`src/rtl/i2c_init_sequencer.sv`:
```
// Table-driven I2C bring-up sequencer: walks a synchronous command ROM and
// issues writes, polled reads and timed delays through the I2C master's
// ready/valid transaction port, reporting done plus a sticky error code.
module i2c_init_sequencer #(
  parameter logic [6:0]  DEVICE_ADDRESS = 7'h00,
  parameter int unsigned INDEX_WIDTH    = 8,
  parameter int unsigned DELAY_CYCLES   = 1000,
  parameter int unsigned RETRY_LIMIT    = 3,
  parameter int unsigned POLL_LIMIT     = 255
) (
  input  logic                   clock,
  input  logic                   reset_n,
  input  logic                   start,
  output logic                   busy,
  output logic                   done,
  output logic                   error,
  output logic [1:0]             error_code,
  output logic [INDEX_WIDTH-1:0] error_index,
  output logic [INDEX_WIDTH-1:0] rom_address,
  input  logic [17:0]            rom_data,
  output logic                   i2c_ready,
  output logic [6:0]             i2c_address,
  output logic                   i2c_rw,
  output logic [7:0]             i2c_register,
  output logic [7:0]             i2c_data_write,
  input  logic                   i2c_valid,
  input  logic                   i2c_nack,
  input  logic [7:0]             i2c_data_read
);

  localparam logic [2:0] S_IDLE   = 3'd0;
  localparam logic [2:0] S_FETCH  = 3'd1;
  localparam logic [2:0] S_DECODE = 3'd2;
  localparam logic [2:0] S_ISSUE  = 3'd3;
  localparam logic [2:0] S_CHECK  = 3'd4;
  localparam logic [2:0] S_DELAY  = 3'd5;
  localparam logic [2:0] S_FINISH = 3'd6;

  localparam logic [1:0] OP_WRITE = 2'd0;
  localparam logic [1:0] OP_POLL  = 2'd1;
  localparam logic [1:0] OP_DELAY = 2'd2;

  localparam logic [1:0] ERR_NACK    = 2'd1;
  localparam logic [1:0] ERR_POLL    = 2'd2;
  localparam logic [1:0] ERR_OVERRUN = 2'd3;

  localparam logic [7:0]             RETRY_MAX  = 8'(RETRY_LIMIT);
  localparam logic [7:0]             POLL_MAX   = 8'(POLL_LIMIT);
  localparam logic [31:0]            DELAY_UNIT = 32'(DELAY_CYCLES);
  localparam logic [INDEX_WIDTH-1:0] LAST_INDEX = '1;
  localparam logic [INDEX_WIDTH-1:0] INDEX_ONE  = INDEX_WIDTH'(1);

  logic [2:0]             state_q, state_d;
  logic [INDEX_WIDTH-1:0] index_q, index_d;
  logic [INDEX_WIDTH-1:0] rom_address_q, rom_address_d;
  logic                   busy_q, busy_d;
  logic                   done_q, done_d;
  logic                   error_q, error_d;
  logic [1:0]             error_code_q, error_code_d;
  logic [INDEX_WIDTH-1:0] error_index_q, error_index_d;
  logic                   ready_q, ready_d;
  logic                   rw_q, rw_d;
  logic [7:0]             register_q, register_d;
  logic [7:0]             data_write_q, data_write_d;
  logic                   nack_q, nack_d;
  logic [7:0]             rdata_q, rdata_d;
  logic [7:0]             attempts_q, attempts_d;
  logic [7:0]             polls_q, polls_d;
  logic [31:0]            delay_count_q, delay_count_d;

  logic                   do_advance;
  logic                   do_fail;
  logic [1:0]             fail_code;

  // Next-state logic: sequencing FSM, then the shared advance/fail resolution.
  always_comb begin
    state_d       = state_q;
    index_d       = index_q;
    rom_address_d = rom_address_q;
    busy_d        = busy_q;
    done_d        = done_q;
    error_d       = error_q;
    error_code_d  = error_code_q;
    error_index_d = error_index_q;
    ready_d       = ready_q;
    rw_d          = rw_q;
    register_d    = register_q;
    data_write_d  = data_write_q;
    nack_d        = nack_q;
    rdata_d       = rdata_q;
    attempts_d    = attempts_q;
    polls_d       = polls_q;
    delay_count_d = delay_count_q;
    do_advance    = 1'b0;
    do_fail       = 1'b0;
    fail_code     = '0;

    case (state_q)
      S_IDLE: begin
        if (start) begin
          index_d       = '0;
          rom_address_d = '0;
          error_d       = 1'b0;
          error_code_d  = '0;
          error_index_d = '0;
          busy_d        = 1'b1;
          state_d       = S_FETCH;
        end
      end
      S_FETCH: state_d = S_DECODE;
      S_DECODE: begin
        case (rom_data[17:16])
          OP_WRITE, OP_POLL: begin
            rw_d         = (rom_data[17:16] == OP_POLL);
            register_d   = rom_data[15:8];
            data_write_d = rom_data[7:0];
            attempts_d   = '0;
            polls_d      = '0;
            ready_d      = 1'b1;
            state_d      = S_ISSUE;
          end
          OP_DELAY: begin
            if (rom_data[7:0] != 8'd0) begin
              // Loaded with N-1 so DELAY residency is exactly N cycles.
              delay_count_d = 32'(rom_data[7:0]) * DELAY_UNIT - 32'd1;
              state_d       = S_DELAY;
            end else begin
              do_advance = 1'b1;
            end
          end
          default: begin
            done_d  = 1'b1;
            state_d = S_FINISH;
          end
        endcase
      end
      S_ISSUE: begin
        if (i2c_valid) begin
          nack_d  = i2c_nack;
          rdata_d = i2c_data_read;
          ready_d = 1'b0;
          state_d = S_CHECK;
        end
      end
      S_CHECK: begin
        if (nack_q) begin
          if (attempts_q < RETRY_MAX) begin
            attempts_d = attempts_q + 8'd1;
            ready_d    = 1'b1;
            state_d    = S_ISSUE;
          end else begin
            do_fail   = 1'b1;
            fail_code = ERR_NACK;
          end
        end else if (rw_q && (rdata_q != data_write_q)) begin
          if (polls_q < POLL_MAX) begin
            polls_d = polls_q + 8'd1;
            ready_d = 1'b1;
            state_d = S_ISSUE;
          end else begin
            do_fail   = 1'b1;
            fail_code = ERR_POLL;
          end
        end else begin
          do_advance = 1'b1;
        end
      end
      S_DELAY: begin
        if (delay_count_q == '0) begin
          do_advance = 1'b1;
        end else begin
          delay_count_d = delay_count_q - 32'd1;
        end
      end
      S_FINISH: begin
        done_d  = 1'b0;
        busy_d  = 1'b0;
        state_d = S_IDLE;
      end
      default: state_d = S_IDLE;
    endcase

    // Advance can itself raise the overrun failure, so it resolves first.
    if (do_advance) begin
      if (index_q == LAST_INDEX) begin
        do_fail   = 1'b1;
        fail_code = ERR_OVERRUN;
      end else begin
        index_d       = index_q + INDEX_ONE;
        rom_address_d = index_q + INDEX_ONE;
        state_d       = S_FETCH;
      end
    end

    if (do_fail) begin
      error_d       = 1'b1;
      error_code_d  = fail_code;
      error_index_d = index_q;
      done_d        = 1'b1;
      state_d       = S_FINISH;
    end
  end

  // State registers with asynchronous active-low reset.
  always_ff @(posedge clock or negedge reset_n) begin
    if (!reset_n) begin
      state_q       <= S_IDLE;
      index_q       <= '0;
      rom_address_q <= '0;
      busy_q        <= 1'b0;
      done_q        <= 1'b0;
      error_q       <= 1'b0;
      error_code_q  <= '0;
      error_index_q <= '0;
      ready_q       <= 1'b0;
      rw_q          <= 1'b0;
      register_q    <= '0;
      data_write_q  <= '0;
      nack_q        <= 1'b0;
      rdata_q       <= '0;
      attempts_q    <= '0;
      polls_q       <= '0;
      delay_count_q <= '0;
    end else begin
      state_q       <= state_d;
      index_q       <= index_d;
      rom_address_q <= rom_address_d;
      busy_q        <= busy_d;
      done_q        <= done_d;
      error_q       <= error_d;
      error_code_q  <= error_code_d;
      error_index_q <= error_index_d;
      ready_q       <= ready_d;
      rw_q          <= rw_d;
      register_q    <= register_d;
      data_write_q  <= data_write_d;
      nack_q        <= nack_d;
      rdata_q       <= rdata_d;
      attempts_q    <= attempts_d;
      polls_q       <= polls_d;
      delay_count_q <= delay_count_d;
    end
  end

  assign busy           = busy_q;
  assign done           = done_q;
  assign error          = error_q;
  assign error_code     = error_code_q;
  assign error_index    = error_index_q;
  assign rom_address    = rom_address_q;
  assign i2c_ready      = ready_q;
  assign i2c_address    = DEVICE_ADDRESS;
  assign i2c_rw         = rw_q;
  assign i2c_register   = register_q;
  assign i2c_data_write = data_write_q;

endmodule

```
`config.mk`:
```
export PLATFORM = sky130hd
export DESIGN_NAME = i2c_init_sequencer
export DESIGN_NICKNAME = d
export VERILOG_FILES = /design/src/rtl/i2c_init_sequencer.sv
export SDC_FILE = /design/constraint.sdc
export NUM_CORES = 1
export LEC_CHECK = 0
export CAP_MARGIN = 20
export CORE_MARGIN = 1.5
export CORE_UTILIZATION = 58
export DETAILED_ROUTE_END_ITERATION = 8
export HOLD_SLACK_MARGIN = 0.15
export PLACE_DENSITY_LB_ADDON = 0.3
export SYNTH_ARGS = -nofsm -noshare
export SYNTH_HDL_FRONTEND = slang
export SYNTH_SLANG_ARGS = --single-unit
```
`constraint.sdc`:
```
create_clock -name clock -period 3.46 [get_ports clock]
set_input_delay 0.519 -clock clock [delete_from_list [all_inputs] [get_ports clock]]
set_output_delay 0.519 -clock clock [all_outputs]
set_load 0.05 [all_outputs]
```
* Yosys cells after proc, flatten, opt, wreduce, memory -nomap -nowiden
Cells that the tools add are included.
Cells by class: multiply operators 1, multiplexer cells 73, magnitude comparators 2, equality and inequality tests 25, $add $sub $neg 5, reductions and logical operators 23
Operators with widths (number):
- 8-bit two-way mux | 17
- 32-bit two-way mux | 3
- 32-bit case mux with 2 select lines | 1
- 32-bit zero test | 1
- 8-bit case mux with 2 select lines | 2
- 32-bit by 1-bit subtractor with 32-bit output (second input constant) | 1
- 3-bit two-way mux | 10
- 1-bit two-way mux | 25
- 8-bit by 1-bit adder with 8-bit output (second input constant) | 3
- 2-bit != test (second input constant) | 10
- 18-bit by 1-bit subtractor with 19-bit output (second input constant) | 1
- 2-bit two-way mux | 9
- 3-bit case mux with 6 select lines | 1
- 8-bit by 7-bit multiplier with 15-bit output (second input constant) | 1
- 3-bit != test (second input constant) | 4
- 2-bit AND reduction | 5
- 2-bit nonzero test | 5
- 3-bit equality test (second input constant) | 3
- 8-bit equality test (second input constant) | 1
- 8-bit by 2-bit < comparator with 1-bit output (second input constant) | 1
- 8-bit < comparator (second input constant) | 1
- 8-bit != test | 1
- 4-bit AND reduction | 2
- 8-bit nonzero test | 1
- 16 further kinds | 20
Storage, ports and cells: word-level logic and storage cells 146, flip-flop bits (word level) 107, bits of input ports 31

* Depth between registers and ports, before layout
Gate-level depths: netlist (run 1).
depth after elaboration 9, mapped depth 17, depth with buffers taken out 15

* Least setup slack after synthesis (run 1)
No wires, ideal clock.
path kind input to register, start point input rom_data[0], end point register delay_count_q[17], stages on the path 16, setup time 0.069 ns, setup slack -1.429 ns, data required time 3.391 ns, arrival time 4.820 ns, path through fa_1 -> xor2_1 -> ha_1 -> fa_1 -> inv_1 -> fa_1 -> inv_1 -> ha_1 -> o21ai_1 -> or2_0 -> buf_2 -> a211oi_2 -> nand3_1 -> or4_1 -> or4b_1 -> nand3_1
On the way: cells in the longest elaborated chain, start to end 5
Ends and longest elaborated chain:
- from (decl) | RTL line 20 | input logic [17:0] rom_data,
- 8-bit by 7-bit multiplier with 15-bit output | RTL line 125 | delay_count_d = 32'(rom_data[7:0]) * DELAY_UNIT - 32'd1;
- 18-bit by 1-bit subtractor with 19-bit output | RTL line 125
- 32-bit two-way mux | RTL line 123 | if (rom_data[7:0] != 8'd0) begin
- 32-bit two-way mux | RTL line 112 | case (rom_data[17:16])
- 32-bit case mux with 2 select lines | RTL line 98 | case (state_q)
- to (signal assigned) | RTL line 241 | delay_count_q <= delay_count_d;
- to (decl) | RTL line 69 | logic [31:0] delay_count_q, delay_count_d;
Several ways; a longest one is shown, not always the timed one. The select of a mux whose other input is x is not followed. A chain may end at the register's enable or synchronous reset.

* Final worst setup path (run 1)
start point input rom_data[2], end point register delay_count_q[17]
The elaborated chain is that of the path after synthesis.

==> results of run 1 <==
[through the flow]
| step | worst slack, ps | setup TNS [ps] | hold WS [ps] | utilization (%) | instances |
|---|---|---|---|---|---|
| after floorplan | -1360 | -23550 | 223 | - | 799 |
| after global placement | -1940 | -40200 | 457 | 72.1 | 1086 |
| after detailed placement | -2020 | -42610 | 461 | 72.1 | 1086 |
| after CTS | -1110 | -20190 | 349 | 76.8 | 1113 |
| after global routing | -1370 | -25370 | 411 | 78.1 | 1117 |
| final | -1260 | -22400 | 321 | 78.1 | 1117 |
[state kept, by name (all words and copies together) (netlist names)]
register and flops:
polls_q 8, state_q 3, busy 1, attempts_q 8, done 1, nack_q 1
i2c_rw 1, delay_count_q 32, i2c_data_write 8, error_code 2, i2c_ready 1, error 1
error_index 8, rdata_q 8, rom_address 8, i2c_register 8, index_q 8
[worst max-delay path, cell delays in order]
cell and delay [ps]:
sky130_fd_sc_hd__buf_8 110, sky130_fd_sc_hd__fa_1 590, sky130_fd_sc_hd__inv_1 90, sky130_fd_sc_hd__fa_1 520, sky130_fd_sc_hd__fa_1 430, sky130_fd_sc_hd__fa_1 510, sky130_fd_sc_hd__inv_2 50, sky130_fd_sc_hd__ha_4 250
sky130_fd_sc_hd__o211ai_1 310, sky130_fd_sc_hd__a21oi_2 120, sky130_fd_sc_hd__a221oi_4 280, sky130_fd_sc_hd__nand2_1 110, sky130_fd_sc_hd__or4_4 550, sky130_fd_sc_hd__or4b_1 470, sky130_fd_sc_hd__nand3_1 90
[placed cells by master (no fill, tap or decap), drive strengths merged, types with 6 or more instances in the layout]
master	instances
a21o	11
a21oi	32
a22o	6
a31oi	8
and2	10
and3	9
buf	111
clkbuf	10
clkdlybuf4s50	61
conb	7
dfrtp	107
fa	21
ha	46
inv	56
mux2	10
mux2i	13
nand2	88
nand2b	7
nand3	32
nand3b	7
nand4	13
nor2	54
nor3	21
nor4	12
nor4b	6
o211ai	6
o21ai	50
or2	7
or3	7
or4	11
xnor2	21
xor2	16
[how the worst min path moves through the flow]
stage	from	to	cells after the start
floorplan	reset_n	attempts_q[0]$_DFFE_PN0P_	0
global placement	i2c_register[7]$_DFFE_PN0P_	i2c_register[7]$_DFFE_PN0P_	2
detailed placement	i2c_register[1]$_DFFE_PN0P_	i2c_register[1]$_DFFE_PN0P_	2
CTS	reset_n	i2c_register[1]$_DFFE_PN0P_	1
global route	reset_n	rdata_q[1]$_DFFE_PN0P_	1
finish	reset_n	i2c_register[3]$_DFFE_PN0P_	1
[where the power goes]
part           total (mW)  switching [mW]  internal [mW]
registers            1.95           0.364           1.58
logic                5.14            2.72           2.42
clock network       0.955           0.465          0.490
total                8.04            3.55           4.49
[cell families (layout without fill, tap and decap cells)]
family                   after synthesis  count (layout)
AND/OR/NAND/NOR                      301             301
AO/OA/AOI/OAI                        161             161
flip-flops                           107             107
buffers and inverters                 96             246
adder cells (fa/ha/maj)               67              67
XOR/XNOR                              37              37
multiplexers                          23              23
other                                  1               7
[repair_timing]
item                                    in CTS  in global routing
pin swaps                                   26                 21
resized for setup                           66                 24
cloned                                       0                  0
setup buffers                               11                  4
endpoints found under the setup margin      24                 27
[layer usage]
metal / wire length (um) / global-route usage [%] / vias up
li1: - / - / 3093
met1: 8170 / 37.7 / 3408
met2: 10900 / 56.3 / 286
met3: 1010 / 3.80 / 64
met4: 601 / 7.90 / 0
met5: 0 / 0 / -
[layout make-up]
type | count | share of cell area [%]
Clock buffer | 10 | 2.42
Clock inverter | 6 | 0.437
Inverter | 55 | 2.21
Multi-Input combinational cell | 596 | 48.3
Sequential cell | 107 | 28.3
Tap cell | 168 | 2.22
Timing Repair Buffer | 175 | 16.1
==> run metrics, run 1 <==
outcome complete, but fails checks; failing checks negative setup slack; number of antenna violations at the first check in global routing 0; Final Power 8.04 mW; Final period util 136%; power per cell area 850 nW/um^2; compound-cell area share of the yosys netlist 14.6%; Synth async-reset ratio 100%; leakage dissipation 4.45 nW; DR vias 6851; height of the chip 115 um; xor/xnor cell area share of the yosys netlist 4.46%; start-to-end type of the worst setup path in2reg; Post-Layout Inst Area 9450 sq um; Total Nets Final 1042; via count of the first global-routing pass 6746; area after detailed placement 8730 sq um; Hold WC Path Type in2async; I/O Pins 77; crit path DAT 5010 ps; maximum VDD drop 0.794 mV; Die Footprint 13200 sq um; main combinational cell family by area after synthesis simple AND/OR/NAND/NOR gates; Seq/Total Area, Yosys 36.9%; number of H-tree levels 3; Rows 40; detail-routed via count per cell 6.13; area of the mapped netlist 7260 sq um; RSZ-0062 raised after global routing yes; CP startpoint rom_data[2]; count of fill cells added during filler insertion 751; area inside the core boundary 12100 sq um; root cell of the clock tree sky130_fd_sc_hd__clkbuf_16; quantity of I/O buffers inserted on ports 69; # Max-Cap Violations 0; clk_lat worst skew 350 ps; Final Routed Wirelength 20.7 mm; worst r2r src delay_count_q[0]$_DFFE_PN0P_; overflow left after global routing 0; final weighted congestion in routability-driven placement 0.902; achievable clock frequency 212 MHz; most frequent cells after synthesis sky130_fd_sc_hd__dfrtp_1, sky130_fd_sc_hd__nand2_1, sky130_fd_sc_hd__inv_1, sky130_fd_sc_hd__nor2_1, sky130_fd_sc_hd__o21ai_0; number of cells on the worst reg-to-reg path 9; largest driver fanout on the critical path 4; portion of synthesized cell area occupied by the leading cell type 36.9%; multiplexer share of the synthesized area 3.34%; Die W 115 um; number of pins with negative max-slew slack in the final report 0; Multi-input gate area 4560 sq um; Min Clock Period, post-route 4720 ps; largest clock skew in the final design 6.41 ps; slack of the worst reg-to-reg path 300 ps; normalized max-slew margin 34.4%; Most used DFF post-synth sky130_fd_sc_hd__dfrtp_1; sequential cell area 2680 sq um; Max Root-Sink Buffers 2; worst endpoint required time 3750 ps; final setup fails 23; total routing resource utilization after global routing 30.4%; cell with the most instances after synthesis sky130_fd_sc_hd__dfrtp_1; detailed placer's ending HPWL 13.8 mm; library cells used by synthesis 68; Critical Path Source Type primary input; ranking of synthesized cells by area sky130_fd_sc_hd__dfrtp_1, sky130_fd_sc_hd__ha_1, sky130_fd_sc_hd__fa_1, sky130_fd_sc_hd__nand2_1, sky130_fd_sc_hd__o21ai_0; quantity of hold-fixing buffers added after cts 0; cell type contributing the most total cell area after synthesis sky130_fd_sc_hd__dfrtp_1; final setup margin -1260 ps; clock tree from TritonCTS done; antenna cells 0; number of search-and-repair iterations in the first detailed-routing pass 5; synth-to-layout area growth 30.2%; post-synthesis register bit count 107; R2R Path End state_q[0]$_DFF_PN0_; wire length per cell after detailed routing 18.6 um; slew at the pin with the worst max-slew slack 982 ps; starting utilization of the core area 59.9%; drt first-iter violations 668; final count of hold timing violations 0; capture point of the critical path delay_count_q[17]$_DFFE_PN0P_; Remaining DRCs 0; share of synthesized cell area in full adder, half adder and majority cells 13.7%; number of instances in the synthesized netlist 793; CTS clock-pin slew for the worst setup and hold paths 70 ps; pin count of the biggest net entering global routing 77; fraction of layout instances using a drive strength above 1 21.5%; CTS buffer count 9; share of synthesized cell area in and, or, nand and nor gates 21.4%; type of destination of the critical path register; first-pass GRT wire length 32.2 mm; TritonCTS Sinks 107; number of warnings reported in the yosys synthesis log 0; synthesized area per cell 9.16 sq um; count of flip-flops with a built-in enable after synthesis 0; Final ANT Viol Nets 0
No activity file was read; power rests on OpenSTA's default activity.
==> run 2, diff against run 1 <==
CTS_CLUSTER_SIZE = 10   (was default)
GPL_TIMING_DRIVEN = 0   (was default)
==> run metrics, run 2 (synthesis results as in run 1) <==
final sum of negative setup slack -25530 ps (-3130 ps); normalized max-slew margin 55.8% (+21 points); number of antenna violations at the first check in global routing 0 (unchanged); Hold WC Path Type in2async; starting utilization of the core area 59.9% (unchanged); quantity of hold-fixing buffers added after cts 0 (unchanged); maximum VDD drop 0.676 mV (-15%); total routing resource utilization after global routing 28.8% (-1.7 points); DR vias 6582 (-3.9%); detailed placer's ending HPWL 13.4 mm (-3.1%); start-to-end type of the worst setup path in2reg; Critical Path Source Type primary input; commonest cells after routing, fill and taps aside sky130_fd_sc_hd__dfrtp_1, sky130_fd_sc_hd__nand2_1, sky130_fd_sc_hd__clkdlybuf4s50_1; CP startpoint rom_data[3]; area after detailed placement 8320 sq um (-4.8%); pin count of the biggest net entering global routing 68 (-12%); I/O Pins 77 (unchanged); Die W 115 um (unchanged); RSZ-0062 raised after global routing yes; number of pins with negative max-slew slack in the final report 0 (unchanged); max FFs per register 32 (unchanged); fraction of layout instances using a drive strength above 1 16.6% (-4.9 points); drt first-iter violations 673 (+0.75%); slew at the pin with the worst max-slew slack 663 ps (-319 ps); worst r2r src delay_count_q[0]$_DFFE_PN0P_; leading cell type in the layout, fill and taps excluded sky130_fd_sc_hd__dfrtp_1; power per cell area 820 nW/um^2 (-3.5%); area inside the core boundary 12100 sq um (unchanged); Min Clock Period, post-route 4770 ps (+49.0 ps); number of H-tree levels 3 (unchanged); clk_lat worst skew 350 ps (about the same); Max Root-Sink Buffers 2 (unchanged); final instance count without filler cells 1078 (-3.5%); count of fill cells added during filler insertion 847 (+13%); cell count after placement 1037 (-4.5%); Final Routed Wirelength 19.1 mm (-7.8%); largest driver fanout on the critical path 10 (+6); final setup fails 23 (unchanged); Rows 40 (unchanged); Die Footprint 13200 sq um (unchanged); largest clock skew in the final design 9.60 ps (+3.20 ps); leakage dissipation 4.25 nW (-4.6%); Remaining DRCs 0 (unchanged); number of search-and-repair iterations in the first detailed-routing pass 6 (+1); Final period util 138% (+1.4 points); outcome complete, but fails checks; Post-Layout Inst Area 9070 sq um (-4.0%); synth-to-layout area growth 25.0%; # Max-Cap Violations 0 (unchanged); first-pass GRT wire length 30.5 mm (-5.2%); wire length per cell after detailed routing 17.7 um (-4.5%); TritonCTS Sinks 107 (unchanged); antenna cells 0 (unchanged); final setup margin -1310 ps (-49.0 ps); placement-stage worst setup slack -2520 ps (-503 ps); crit path DAT 5060 ps (+50 ps); Top reg by flops delay_count_q; detail-routed via count per cell 6.11 (-0.45%); CTS clock-pin slew for the worst setup and hold paths 80 ps (about the same); overflow left after global routing 0 (unchanged); CTS buffer count 9 (unchanged); worst hold-check slack 150 ps (-171 ps); Total Nets Final 1003 (-3.7%); final weighted congestion in routability-driven placement 0.897 (-0.55%); achievable clock frequency 210 MHz (-1.0%); height of the chip 115 um (unchanged); failing checks negative setup slack; type of destination of the critical path register; via count of the first global-routing pass 6486 (-3.9%); final count of hold timing violations 0 (unchanged); Final ANT Viol Nets 0 (unchanged); clock tree from TritonCTS done; root cell of the clock tree sky130_fd_sc_hd__clkbuf_16; quantity of I/O buffers inserted on ports 69 (unchanged); worst endpoint required time 3750 ps (about the same)
## run 2: cell count changes in the layout (fill, tap and decap cells not counted), sizes merged
cell,change
clkdlybuf4s50,-1
bufinv,+2
dlygate4sd2,-3
clkdlybuf4s15,+1
inv,+1
buf,-60
clkbuf,+23
clkinv,-1
clkinvlp,-1
## run 2: final timing paths
kind / slack [ps] / endpoint / cells after the start
setup / recovery: -1310 / delay_count_q[17]$_DFFE_PN0P_ / 15
hold / removal: 150 / rom_address[5]$_DFF_PN0_ / 1
setup reg to reg: 270 / rom_address[1]$_DFF_PN0_ / 11
hold reg to reg: 480 / i2c_register[3]$_DFFE_PN0P_ / 2
max in group asynchronous: 2610 / delay_count_q[23]$_DFFE_PN0P_ / 2
min in group clock: 480 / i2c_register[3]$_DFFE_PN0P_ / 2
## run 2: final cells by class
| type | instances | area [sq um] | area share, % |
|---|---|---|---|
| multi-input combinational | 596 | 4460 | 49.2 |
| sequential | 107 | 2680 | 29.5 |
| timing repair buffer | 98 | 960 | 10.6 |
| clock buffer | 9 | 225 | 2.48 |
| buffer | 38 | 223 | 2.45 |
| inverter | 55 | 216 | 2.39 |
| tap | 168 | 210 | 2.32 |
| clock inverter | 7 | 98.8 | 1.09 |
## run 2: repair_timing
action                                  CTS  global route
endpoints found under the setup margin   24            39
setup buffers                            16            11
cloned                                    0             1
resized for setup                        65            51
pin swaps                                27            29
## run 2: routing by layer
| layer | wire length, um | up-vias | GRT usage, % | part of all wire [%] |
|---|---|---|---|---|
| li1 | - | 3008 | - | - |
| met1 | 7480 | 3206 | 34.6 | 39 |
| met2 | 10100 | 298 | 53.3 | 53 |
| met3 | 990 | 70 | 4.01 | 5.2 |
| met4 | 510 | 0 | 9.14 | 2.7 |
| met5 | 0 | - | 0 | 0 |
## run 2: metrics by stage
stage	util (%)	power (mW)
2_1_floorplan	-	4.70
5_1_grt	74.9	7.86
3_3_place_gp	68.5	5.50
6_report	74.9	7.45
4_1_cts	72.8	7.08
3_5_place_dp	68.7	5.69
## run 2: worst max-delay path: stages
cell and delay (ps):
sky130_fd_sc_hd__buf_4 140, sky130_fd_sc_hd__inv_4 60, sky130_fd_sc_hd__fa_1 530, sky130_fd_sc_hd__inv_1 50, sky130_fd_sc_hd__fa_1 490, sky130_fd_sc_hd__fa_1 430
sky130_fd_sc_hd__ha_1 300, sky130_fd_sc_hd__ha_1 300, sky130_fd_sc_hd__clkbuf_8 170, sky130_fd_sc_hd__or4_4 510, sky130_fd_sc_hd__o211ai_1 300, sky130_fd_sc_hd__nand2_1 120
sky130_fd_sc_hd__or4_4 560, sky130_fd_sc_hd__or4b_4 500, sky130_fd_sc_hd__nand3_2 80
## run 2: report_power, final
part	leakage [nW]	switching, mW	internal [mW]	total [mW]
combinational	2.70	2.57	1.87	4.44
sequential	1.39	0.302	1.58	1.88
clock	0.156	0.482	0.640	1.12
